===== src/rtl/ex_pkg.sv =====
// rtl/ex_pkg.sv - EX stage scheduler encodings and state type
package ex_pkg;

   // functional-unit class of a decoded op
   localparam logic [1:0] EX_CLS_ALU = 2'b00;
   localparam logic [1:0] EX_CLS_MUL = 2'b01;
   localparam logic [1:0] EX_CLS_DIV = 2'b10;
   localparam logic [1:0] EX_CLS_ILL = 2'b11;

   // ALU op codes
   localparam logic [3:0] ALU_ADD  = 4'd0;
   localparam logic [3:0] ALU_SUB  = 4'd1;
   localparam logic [3:0] ALU_AND  = 4'd2;
   localparam logic [3:0] ALU_OR   = 4'd3;
   localparam logic [3:0] ALU_XOR  = 4'd4;
   localparam logic [3:0] ALU_SLL  = 4'd5;
   localparam logic [3:0] ALU_SRL  = 4'd6;
   localparam logic [3:0] ALU_SRA  = 4'd7;
   localparam logic [3:0] ALU_SLT  = 4'd8;
   localparam logic [3:0] ALU_SLTU = 4'd9;

   // multiplier op codes
   localparam logic [1:0] MUL_MUL    = 2'b00;
   localparam logic [1:0] MUL_MULH   = 2'b01;
   localparam logic [1:0] MUL_MULHSU = 2'b10;
   localparam logic [1:0] MUL_MULHU  = 2'b11;

   // divider op codes
   localparam logic [1:0] DIV_DIV  = 2'b00;
   localparam logic [1:0] DIV_DIVU = 2'b01;
   localparam logic [1:0] DIV_REM  = 2'b10;
   localparam logic [1:0] DIV_REMU = 2'b11;

   typedef enum logic [2:0] {
      ST_IDLE     = 3'd0,
      ST_ALU_EX   = 3'd1,
      ST_MUL_WAIT = 3'd2,
      ST_DIV_WAIT = 3'd3,
      ST_RESP     = 3'd4
   } ex_state_t;

endpackage


===== src/rtl/ex_lat_counter.sv =====
// rtl/ex_lat_counter.sv - loadable non-wrapping down-counter with zero flag
module ex_lat_counter #(
   parameter int WIDTH = 2
) (
   input  logic             clk,
   input  logic             rst,
   input  logic             load,
   input  logic [WIDTH-1:0] load_val,
   input  logic             dec,
   output logic             zero
);

   logic [WIDTH-1:0] count;

   // load has priority; decrement saturates at zero
   always_ff @(posedge clk or posedge rst) begin
      if (rst) begin
         count <= '0;
      end else if (load) begin
         count <= load_val;
      end else if (dec && (count != '0)) begin
         count <= count - 1'b1;
      end
   end

   assign zero = (count == '0);

endmodule


===== src/rtl/ex_fu_scheduler.sv =====
// rtl/ex_fu_scheduler.sv - EX stage single-issue FU scheduler; EX_SCHED_DIV_EN enables divider sequencing
module ex_fu_scheduler
   import ex_pkg::*;
#(
   parameter int XLEN    = 32,
   parameter int MUL_LAT = 3
) (
   input  logic            clk,
   input  logic            rst,
   input  logic            in_valid,
   output logic            in_ready,
   input  logic [1:0]      in_class,
   input  logic [3:0]      in_aluctl,
   input  logic [1:0]      in_mulctl,
   input  logic [1:0]      in_divctl,
   input  logic [4:0]      in_rd,
   output logic [3:0]      alu_ctl,
   input  logic [XLEN-1:0] alu_result,
   output logic            mul_start,
   output logic [1:0]      mul_ctl,
   input  logic [XLEN-1:0] mul_result,
   output logic            div_start,
   output logic [1:0]      div_ctl,
   input  logic            div_done,
   input  logic [XLEN-1:0] div_result,
   output logic            div_abort,
   input  logic            flush,
   output logic            res_valid,
   input  logic            res_ready,
   output logic [XLEN-1:0] res_data,
   output logic [4:0]      res_rd,
   output logic            res_illegal,
   output logic            busy
);

   localparam int CW = $clog2(MUL_LAT + 1);
   localparam logic [CW-1:0] MUL_LOAD = CW'(MUL_LAT - 1);

   ex_state_t state;
   ex_state_t acc_state;
   logic      acc_illegal;
   logic      accept;
   logic      cnt_zero;

   // ready in IDLE, or in RESP when the held result is consumed this cycle
   assign in_ready = ~rst & ~flush & ((state == ST_IDLE) | ((state == ST_RESP) & res_ready));
   assign accept   = in_ready & in_valid;

   // class decode: destination state for an accepted op
   always_comb begin
      acc_state   = ST_RESP;
      acc_illegal = 1'b1;
      case (in_class)
         EX_CLS_ALU: begin
            acc_state   = ST_ALU_EX;
            acc_illegal = 1'b0;
         end
         EX_CLS_MUL: begin
            acc_state   = ST_MUL_WAIT;
            acc_illegal = 1'b0;
         end
`ifdef EX_SCHED_DIV_EN
         EX_CLS_DIV: begin
            acc_state   = ST_DIV_WAIT;
            acc_illegal = 1'b0;
         end
`endif
         default: ;
      endcase
   end

   // counter is loaded at accept so it reaches zero exactly MUL_LAT-1 cycles after mul_start
   ex_lat_counter #(.WIDTH(CW)) u_lat_cnt (
      .clk      (clk),
      .rst      (rst),
      .load     (accept & (acc_state == ST_MUL_WAIT)),
      .load_val (MUL_LOAD),
      .dec      ((state == ST_MUL_WAIT) & ~flush),
      .zero     (cnt_zero)
   );

   // main sequencer: flush beats everything, then accept, then per-state completion
   always_ff @(posedge clk or posedge rst) begin
      if (rst) begin
         state       <= ST_IDLE;
         alu_ctl     <= '0;
         mul_ctl     <= '0;
         div_ctl     <= '0;
         mul_start   <= 1'b0;
         res_data    <= '0;
         res_rd      <= '0;
         res_illegal <= 1'b0;
      end else begin
         mul_start <= 1'b0;
         if (flush) begin
            state <= ST_IDLE;
         end else if (accept) begin
            state       <= acc_state;
            alu_ctl     <= in_aluctl;
            mul_ctl     <= in_mulctl;
            div_ctl     <= in_divctl;
            res_rd      <= in_rd;
            res_illegal <= acc_illegal;
            res_data    <= '0;
            mul_start   <= (acc_state == ST_MUL_WAIT);
         end else begin
            case (state)
               ST_ALU_EX: begin
                  res_data <= alu_result;
                  state    <= ST_RESP;
               end
               ST_MUL_WAIT: begin
                  if (cnt_zero) begin
                     res_data <= mul_result;
                     state    <= ST_RESP;
                  end
               end
`ifdef EX_SCHED_DIV_EN
               ST_DIV_WAIT: begin
                  if (div_done) begin
                     res_data <= div_result;
                     state    <= ST_RESP;
                  end
               end
`endif
               ST_RESP: begin
                  if (res_ready) begin
                     state <= ST_IDLE;
                  end
               end
               default: state <= ST_IDLE;
            endcase
         end
      end
   end

`ifdef EX_SCHED_DIV_EN
   // divider start on the first DIV_WAIT cycle; abort when a flush kills DIV_WAIT
   always_ff @(posedge clk or posedge rst) begin
      if (rst) begin
         div_start <= 1'b0;
         div_abort <= 1'b0;
      end else begin
         div_start <= accept & (acc_state == ST_DIV_WAIT);
         div_abort <= flush & (state == ST_DIV_WAIT);
      end
   end
`else
   assign div_start = 1'b0;
   assign div_abort = 1'b0;
   logic div_unused;
   assign div_unused = ^{div_done, div_result};
`endif

   assign res_valid = (state == ST_RESP);
   assign busy      = (state != ST_IDLE);

endmodule

===== config.mk =====
export PLATFORM = sky130hd
export DESIGN_NAME = ex_fu_scheduler
export DESIGN_NICKNAME = d
export VERILOG_FILES = /design/src/rtl/ex_pkg.sv /design/src/rtl/ex_lat_counter.sv /design/src/rtl/ex_fu_scheduler.sv
export SDC_FILE = /design/constraint.sdc
export NUM_CORES = 1
export LEC_CHECK = 0
export BUFFER_PORTS_ARGS = -buffer_cell sky130_fd_sc_hd__buf_2
export CAP_MARGIN = 15
export CORE_ASPECT_RATIO = 1.4
export CORE_MARGIN = 3
export CORE_UTILIZATION = 45
export CTS_BUF_LIST = sky130_fd_sc_hd__clkbuf_4
export CTS_CLUSTER_DIAMETER = 30
export DETAILED_ROUTE_END_ITERATION = 8
export GPL_ROUTABILITY_DRIVEN = 0
export PLACE_DENSITY = 0.9
export SKIP_CTS_REPAIR_TIMING = 1
export SKIP_LAST_GASP = 1
export SYNTH_ARGS = -nofsm -noshare
export SYNTH_HDL_FRONTEND = slang
export SYNTH_SLANG_ARGS = --single-unit

===== constraint.sdc =====
create_clock -name clk -period 3.1 [get_ports clk]
set_clock_uncertainty 0.05 [all_clocks]
set_input_delay 0.62 -clock clk [delete_from_list [all_inputs] [get_ports clk]]
set_output_delay 0.62 -clock clk [all_outputs]
set_load 0.03 [all_outputs]

; ---- Word level (Yosys, flattened, before mapping)
; Index checks and enable logic that the tools add are counted.
[totals]
reg_bits = 52
in_bits = 117
output_inout_bits = 52
wordCells = 53
[op_classes]
addsub = 1
n_eq_ne = 8
mux = 14
bitwise = 9
reduce_logical = 12
[ops]
columns = op, count
row1 = 2-to-1 mux 32 bit, 2
row2 = case mux 32 bit (2 select lines), 1
row3 = 2-to-1 mux 3 bit, 4
row4 = case mux 3 bit (3 select lines), 1
row5 = AND 1 bit, 6
row6 = "equality test 3 x 2 -> 1 bit, second input constant", 2
row7 = case mux 3 bit (2 select lines), 1
row8 = nonzero test 3 bit, 2
row9 = zero test 2 bit, 2
row10 = 2-to-1 mux 2 bit, 2
row11 = "inequality test 4 x 2 -> 1 bit, second input constant", 1
row12 = "inequality test 4 bit, second input constant", 1
row13 = AND reduction 2 bit, 2
row14 = nonzero test 2 bit, 2
row15 = "equality test 3 x 1 -> 1 bit, second input constant", 1
row16 = "equality test 3 bit, second input constant", 1
row17 = zero test 3 bit, 1
row18 = 2-to-1 mux 1 bit, 3
row19 = "inequality test 3 bit, second input constant", 1
row20 = AND reduction 3 bit, 1
row21 = "equality test 2 x 1 -> 1 bit, second input constant", 1
row22 = inverter 1 bit, 2
row23 = OR reduction 2 bit, 1
row24 = "subtractor 2 x 1 -> 2 bit, second input constant", 1
row25 = other kinds (2), 2

; ---- Longest topological paths before layout
; Gate-level depths: netlist (run 1).
[logic_depth]
depth_word = 7
ltp_mapped = 7
ltp_nobuf = 6

; ---- By module
; A second synthesis (run 1) with hierarchy kept.
[unflattened]
hier_cells = 228
area_unflattened_um2 = 2930.3
[by_module_without_submodules]
columns = mod, n_inst, cells_per_inst, area_each_um2, seq_area_each_um2
row1 = ex_fu_scheduler, 1, 215, 2795.2, 1251.2
row2 = ex_lat_counter, 1, 13, 135.1, 50.0

; ---- Worst setup path after synthesis (run 1)
; No wires, ideal clock.
[synth_path]
path_kind = input -> output
startpoint = input rst
endpoint = output in_ready
t_arrival_ps = 1086
required_time_ps = 2430
slack_ps = 1344
stages = 2
n_path_buf = 0
path_cell_list = nor2_1 > and3_1
[synth_via]
elab_chain_len = 3
[synth_lines]
columns = element, line_no
row1 = "start, declared", ex_fu_scheduler.sv:9  ; input logic rst,
row2 = inverter 1 bit, ex_fu_scheduler.sv:46  ; assign in_ready = ~rst & ~flush & ((state == ST_IDLE) | ((state == ST_RESP) & res_ready));
row3 = AND 1 bit (2 in series), ex_fu_scheduler.sv:46
row4 = "end, declared", ex_fu_scheduler.sv:11  ; output logic in_ready,
; Every way passes these cells.

; ---- Final worst setup path (run 1)
[layout_path]
startpoint = register state[2]
endpoint = output busy
[layout_via]
elab_chain_len = 1
[layout_lines]
columns = element, line_no
row1 = "start, declared", ex_fu_scheduler.sv:39  ; ex_state_t state;
row2 = "start signal, assigned", ex_fu_scheduler.sv:98  ; state <= acc_state;
row3 = nonzero test 3 bit, ex_fu_scheduler.sv:156  ; assign busy = (state != ST_IDLE);
row4 = "end, declared", ex_fu_scheduler.sv:33  ; output logic busy
; Every way passes these cells.

==> flow_results.org, run 1 <==
** Global routing
- Largest net degree at the start of global routing :: 53
- The total overflow left after global routing is 0.
- Global routing used between 15 and 20% of the available tracks.
- Via count of the first global-routing pass :: 2,173
- Wire length of the first global-routing pass :: 9.349 mm
- Antenna violations before repair :: 0

** Yosys
- Count of unique library cells instantiated by Yosys :: 29
- Yosys instantiated no cell more often than dfrtp_1.
- The most used flip-flop cell after synthesis is dfrtp_1.
- Register area share after synthesis :: 54.94%
- After synthesis, the share of flip-flops with an asynchronous set or reset is 100.0%.
- Ranking of synthesized cells by instance count :: 52 x dfrtp_1, 44 x nand2_1, 32 x mux2i_1, 32 x o2bb2ai_1, 5 x inv_1
- Synth area leaders :: dfrtp_1 55%, mux2i_1 14%, o2bb2ai_1 12%, nand2_1 7.0%, buf_6 1.9%
- Post-synthesis register bit count :: 52
- dfrtp_1 takes more of the synthesized area than any other cell.
- EDFF count, synth :: 0
- Gate Count Post-Synth :: 206
- YS warnings :: 0
- Summed over its instances, the top area cell type makes up 54.94% of the synthesized netlist area.
- In this run the cell area of the synthesized design comes to around 2400 sq um.
- In this run the mean area of a mapped cell was 11.50 sq um.

** Run status
- Result of the run :: finished, final reports clean

** Layout
- Cells with a size suffix above 1 make up 43.49% of the layout.
- Final antenna diode count :: 0
- Post-layout net count :: 456
- Fill cells :: roughly 420
- Area overhead of the layout relative to synthesis :: 31.85%

** Floorplan
- Horizontal die dimension :: 67.32 um
- The initialized floorplan defines 30 standard-cell rows.
- Overall die area :: 6182 sq um
- Core area :: 4955 sq um
- The die is around 92 um tall.
- Number of top-level design ports :: 169
- Initial core utilization :: 47.80%

** Clock tree
- TritonCTS built the clock tree.
- H-tree levels :: 2
- CTS sink count :: 52
- Clock-pin slew was measured on the worst setup and hold paths at around 0.14 ns.
- No sink is reached through more buffers than the 2 on the longest clock path.
- For the worst-skew pair, the clock arrives at the later sink with an insertion delay of 0.35 ns.
- Number of buffers inserted during clock tree synthesis :: 5
- Cell at the root of the clock tree :: clkbuf_4

** Power
- Worst IR Drop VDD :: 0.3420 mV
- Power Density :: 553.9 nW/um^2
- The analysis attributes to cell leakage a power of around 1.7 nW.

** Timing
- Final number of max-transition violations :: 0
- Derived from the worst setup path, the maximum achievable clock frequency is roughly 470 MHz.
- The worst path in the final design needs a cycle of 2.125 ns, including I/O delays and setup.
- Setup TNS :: 0 ns
- Setup slack of the critical path after layout :: 0.9747 ns
- Final Hold Fails :: 0
- Worst slew margin relative to its limit :: between 30% and 40%
- Setup repair after global routing left no endpoint under its margin.
- Portion of the clock cycle consumed by the worst path in the final layout :: 68.56%
- Setup violators final :: 0
- At the pin with the least slew margin, the transition time is 1.039 ns.

** Setup path
- In this run the worst path has a maximum fanout of 8.
- Setup crit start kind :: register
- Critical path data arrival time :: 1.46 ns
- Cell class contributing the biggest share of worst-path delay :: flip-flops
- Critical path type :: register to output pin
- Cell-by-cell trace of the critical path :: or3_1 > buf_2
- For this run, the slowest stage of the critical path takes 0.51 ns.
- Worst R2R Start :: u_lat_cnt.count[0]
- Critical path buffers and inverters :: 1
- Reg2reg path depth :: 7
- Capture instance of the worst register-to-register path :: res_data[11]
- STA puts the critical path data required time at 2.43 ns.
- Cell with the largest stage delay on the worst path :: dfrtp_1
- The worst register-to-register path has a setup slack of 1.12 ns.
- Element type at the critical path end :: output pin

** Hold path
- Counting instances, the worst hold path has a depth of 2.
- Start point of the worst hold path :: in_class[0]
- Class of the worst hold path :: input pin to register
- Capture endpoint of the worst hold path :: state[0]

** Job
- Maxcap violations :: 0

** Placed design
- Input and output buffers added on the ports amount to 133.
- Placed wire-length estimate :: 4.505 mm
- Prior to clock tree synthesis, the placed netlist has a worst setup slack of about 1.1 ns.

** Routing
- First-pass iteration count of the detailed router :: 6
- Wire length reported by the detailed router :: about 5.8 mm
- Count of unresolved DRC violations after routing :: 0
- Vias after detailed routing :: around 2,000
- After detailed routing, the average wire length per cell comes to 14.33 um.
- For this block, the initial DRC count from the detailed router was 40.
- Once detail routing completed, the nets flagged for antenna violations numbered 0.
- Ratio of routed vias to standard cells :: slightly above 5
placed cells by master (no fill, tap or decap), types with 2 or more instances in the layout:
cell type,instances
inv_1,4
a21oi_1,2
clkbuf_4,5
nor2_1,3
dfrtp_1,52
o2bb2ai_1,32
conb_1,2
clkinv_1,2
nor3_1,2
buf_4,4
nand2_1,44
nand2b_1,3
buf_2,133
mux2i_1,32
nand3b_1,2
flip-flops by register name, indices dropped and copies added, names as in the netlist:
register         count
state                3
res_illegal          1
div_ctl              2
res_rd               5
mul_ctl              2
alu_ctl              4
res_data            32
mul_start            1
u_lat_cnt.count      2
logic make-up after synthesis:
group | after synthesis | synth area share (%)
buffers and inverters | 19 | 4.807
xor gates and xnor gates | 1 | 0.3699
adders and majority gates | 1 | 0.5282
other | 1 | 0.1583
DFF | 52 | 54.94
AOI/OAI and AO/OA | 37 | 13.74
and+or+nand+nor | 63 | 11.94
muxes | 32 | 13.52
final cells by class:
cell class                      instances  area, sq um  share of cell area, %
Clock buffer                            5        37.54                  1.202
Sequential cell                        52         1301                  41.67
Tap cell                               64        80.08                  2.564
Multi-Input combinational cell        136        962.2                  30.81
Timing Repair Buffer                  138        715.7                  22.92
Clock inverter                          2        7.507                 0.2404
Inverter                                5        18.77                 0.6010
per-layer routing:
layer / GRT usage, % / routed length [um] / vias up
li1: - / - / 988
met1: 21.32 / 2221 / 932
met2: 36.01 / 2936 / 100
met3: 4.534 / 544 / 5
met4: 4.399 / 57 / 0
met5: 0 / 0 / -
through the flow:
step	std cells	cell area (sq um)	util (%)	power (mW)	hold slack, ns
6_report	402	3123	63.03	1.730	0.3750
2_1_floorplan	207	2372	-	1.271	0.4277
3_3_place_gp	395	3078	62.12	1.461	0.4046
3_5_place_dp	395	3078	62.12	1.480	0.4109
4_1_cts	402	3123	63.03	1.749	0.3545
5_1_grt	402	3123	63.03	1.836	0.3541
power breakdown:
group	internal [mW]	total, mW	switching, mW
registers	0.795	0.853	0.0582
logic	0.215	0.607	0.392
clock network	0.0798	0.270	0.190
total	1.09	1.73	0.641
worst max-delay path by stage:
stage,endpoint,cells after the start,start
after floorplan,alu_ctl[0],1,rst
after global placement,res_data[20],6,res_ready
after detailed placement,res_data[11],6,res_ready
after CTS,busy,2,state[2]
after global routing,res_data[0],7,u_lat_cnt.count[0]
final,busy,2,state[2]
No activity file was read; power rests on OpenSTA's default activity.
==> inputs of run 2 (changes only) <==
--- a/config.mk
+++ b/config.mk
@@ -9,12 +9,12 @@
 export CAP_MARGIN = 15
 export CORE_ASPECT_RATIO = 1.4
 export CORE_MARGIN = 3
-export CORE_UTILIZATION = 45
+export CORE_UTILIZATION = 42
 export CTS_BUF_LIST = sky130_fd_sc_hd__clkbuf_4
 export CTS_CLUSTER_DIAMETER = 30
 export DETAILED_ROUTE_END_ITERATION = 8
 export GPL_ROUTABILITY_DRIVEN = 0
-export PLACE_DENSITY = 0.9
+export PLACE_DENSITY = 0.85
 export SKIP_CTS_REPAIR_TIMING = 1
 export SKIP_LAST_GASP = 1
 export SYNTH_ARGS = -nofsm -noshare
==> constraint.sdc (replaced) <==
create_clock -name clk -period 2 [get_ports clk]
set_clock_uncertainty 0.05 [all_clocks]
set_input_delay 0.4 -clock clk [delete_from_list [all_inputs] [get_ports clk]]
set_output_delay 0.4 -clock clk [all_outputs]
set_load 0.03 [all_outputs]
==> flow_results.org, run 2 (synthesized netlist as in run 1, its figures left out) <==
** Run status
- The run finished with clean final reports.

** Global routing
- The initial antenna violation count was 0.
- The number of global-route vias before repair was 2,035.
- Entering global routing, the biggest net connects 33 pins.
- Global routing consumed, over all layers together, 17.22% of the routing resources.
- Wire length of the first global-routing pass :: 9.211 mm
- For this run the aggregate overflow at the end of global routing stands at 0.

** Setup path
- Critical path data arrival time :: 1.49 ns
- Counting cells, the worst reg-to-reg path comes to 6.
- Depth of the critical timing path with buffers and inverters included :: 3
- Worst R2R Start :: u_lat_cnt.count[0]
- In this design, the stage delay of the slowest critical-path cell is 0.42 ns.
- The endpoint identified for the worst register-to-register timing path is res_data[29].
- By startpoint and endpoint, the worst setup path is classified as register to output pin.
- In this run the register-to-register setup slack is around 0.19 ns.
- Required time of the critical path :: 1.55 ns
- Critical path peak fanout :: 7
- Grouping stages by cell kind, the critical path spends the most delay in flip-flops.
- The critical path contains buffers and inverters numbering 2 combined.
- The slowest stage of the critical path belongs to the cell dfrtp_1.
- Setup crit start kind :: register
- Cell-by-cell trace of the critical path :: buf_4 > or3_1 > buf_6
- Element type at the critical path end :: output pin

** Layout
- After the flow finishes, the layout carries non-filler instances totaling 408.
- The area growth from synthesis to layout is 35.18%.
- Summed area of non-filler cells in the final layout :: 3202 sq um
- Largest regs :: res_data: 32 flops, res_rd: 5 flops, alu_ctl: 4 flops
- Commonest cells after routing, fill and taps aside :: 132 x buf_2, 52 x dfrtp_1, 44 x nand2_1
- Footprint of the multi-input gates :: 962.2 sq um
- Storage element area :: approximately 1300 sq um
- Leaving out fill and tap cells, the most frequent cell in the layout is buf_2.
- In the final layout, the share of cells above drive strength 1 is 44.74%.
- Fill cells :: 449
- Post-layout net count :: 459
- Flip-flop count of the largest register, all copies and words added :: 32
- Register ranked first by flip-flop count :: res_data
- The number of antenna diodes in the final layout is 0.

** Power
- Share of total power in combinational logic :: about 33%
- The clock network is responsible for 20.3% of the overall power.
- Internal Power :: 1.834 mW
- Power spread over the standard cell area amounts to roughly 890 nW/um^2.
- Net load switching power :: approximately 1 mW
- Worst IR Drop VDD :: 0.4238 mV
- Net switching is 35.66% of the power.
- Of the total power, registers draw between 40% and 50%.
- For this design the static power due to leakage is 1.704 nW.

** Timing
- Measured against its own limit, the worst slew margin works out to 48.40%.
- The count of endpoints failing hold in the final timing report came to 0.
- The number of pins with negative max-slew slack in the final report is 0.
- Based on the critical path, the design can be clocked at up to just over 500 MHz.
- Actual slew at the worst max-slew pin :: 0.7720 ns
- Setup slack of the critical path after layout :: 0.05717 ns
- Final critical path time including I/O delays and setup :: 1.943 ns
- Setup repair after global routing could not meet its margin everywhere.
- Portion of the clock cycle consumed by the worst path in the final layout :: 97.14%
- Setup violations remaining at the end of the flow were counted as 0.

** Routing
- The first detailed-routing pass ran for 4 iterations.
- For this block, the initial DRC count from the detailed router was 83.
- Count of unresolved DRC violations after routing :: 0
- Dividing the detail-routed wire length by the instance count gives 13.71 um.
- The final layout contains routed wiring with a total length of between 5 and 6 mm.
- Post-detailed-route count of antenna-violating nets :: 0
- Ratio of routed vias to standard cells :: 4.973
- Vias after detailed routing :: 2,029

** Floorplan
- The initial utilization of the core area, before any placement, comes to 44.57%.
- Horizontal die dimension :: just under 70 um
- The die covers 6589 sq um.
- Measured along the y axis, the die boundary spans 94.86 um.
- The floorplan has 31 rows.
- During I/O placement, the number of pins put on the boundary was about 170.
- Core area :: around 5300 sq um

** Clock tree
- Number of buffers inserted during clock tree synthesis :: 5
- Skew-Pair Late Insertion Delay :: 0.36 ns
- After clock tree synthesis, the clock-pin slew on the worst setup and hold paths is roughly 0.15 ns.
- The H-tree was split into 2 levels.
- CTS placed an instance of clkbuf_4 at the clock tree root.
- Clock buffer depth :: 2
- TritonCTS built the clock tree.
- Clock tree synthesis found a total of 52 sinks.

** Hold path
- Class of the worst hold path :: input pin to async pin

** Placed design
- Cell area after placement :: 3108 sq um
- OpenSTA, run right after detailed placement, puts the worst setup slack at 0.09577 ns.
- The count of buffers added on input and output ports is 133.
- In this run, placement finished with an instance count of between 300 and 400.
- Summed over all nets, the half-perimeter wirelength after detailed placement is 4.429 mm.

** Job
- The tool flagged a number of max-cap violations equal to 0.
run 2: cell types whose count changed in the layout (fill, tap and decap cells not counted), sizes merged:
cell	before	now
bufinv	0	1
buf	138	141
clkinvlp	0	1
clkinv	2	1
run 2: final cells by class:
cell class,instances,area share [%]
inverters,5,0.5862
multi-input cells,136,30.05
repair buffers,141,23.64
clock inverters,3,1.329
flip-flops and latches,52,40.64
well taps,66,2.579
clock buffers,5,1.172
run 2: power by group through the flow:
stage	logic, mW	registers, mW	clock network [mW]
after CTS	0.963	1.32	0.600
after detailed placement	0.964	1.34	0
after global placement	0.940	1.33	0
after floorplan	0.294	1.68	0
final	0.953	1.32	0.577
after global routing	1.03	1.35	0.653
run 2: per-stage QoR:
step	TNS [ns]	utilization, %	power [mW]	hold slack (ns)
floorplan	0	-	1.971	0.4205
global placement	0	58.49	2.272	0.4057
detailed placement	0	58.49	2.304	0.4109
CTS	-0.0009978	60.00	2.884	0.02679
global route	-0.04875	60.25	3.030	0.03722
finish	0	60.25	2.850	0.02325
run 2: worst max-delay path by stage:
stage	from	endpoint	slack, ns
3_3_place_gp	res_ready	res_data[10]	0.14
2_1_floorplan	rst	alu_ctl[0]	0.29
4_1_cts	state[2]	busy	-0.001
3_5_place_dp	res_ready	res_data[29]	0.1
5_1_grt	state[2]	busy	-0.04
6_report	state[2]	busy	0.06
run 2: worst reg2reg max path: cells and delay by family, from the launching register on:
family	cells	cell delay (ns)
compound gates	3	0.96
fa+ha+maj	1	0.23
buf+inv	1	0.06
flops	1	0.35
simple gates	1	0.09
run 2: layer usage:
layer / wire length, um / share of wire (%) / track usage (%)
met5: 0 / 0 / 0
met4: 61 / 1.1 / 4.397
met3: 617 / 11 / 6.603
met2: 2885 / 52 / 31.21
met1: 2028 / 36 / 18.89
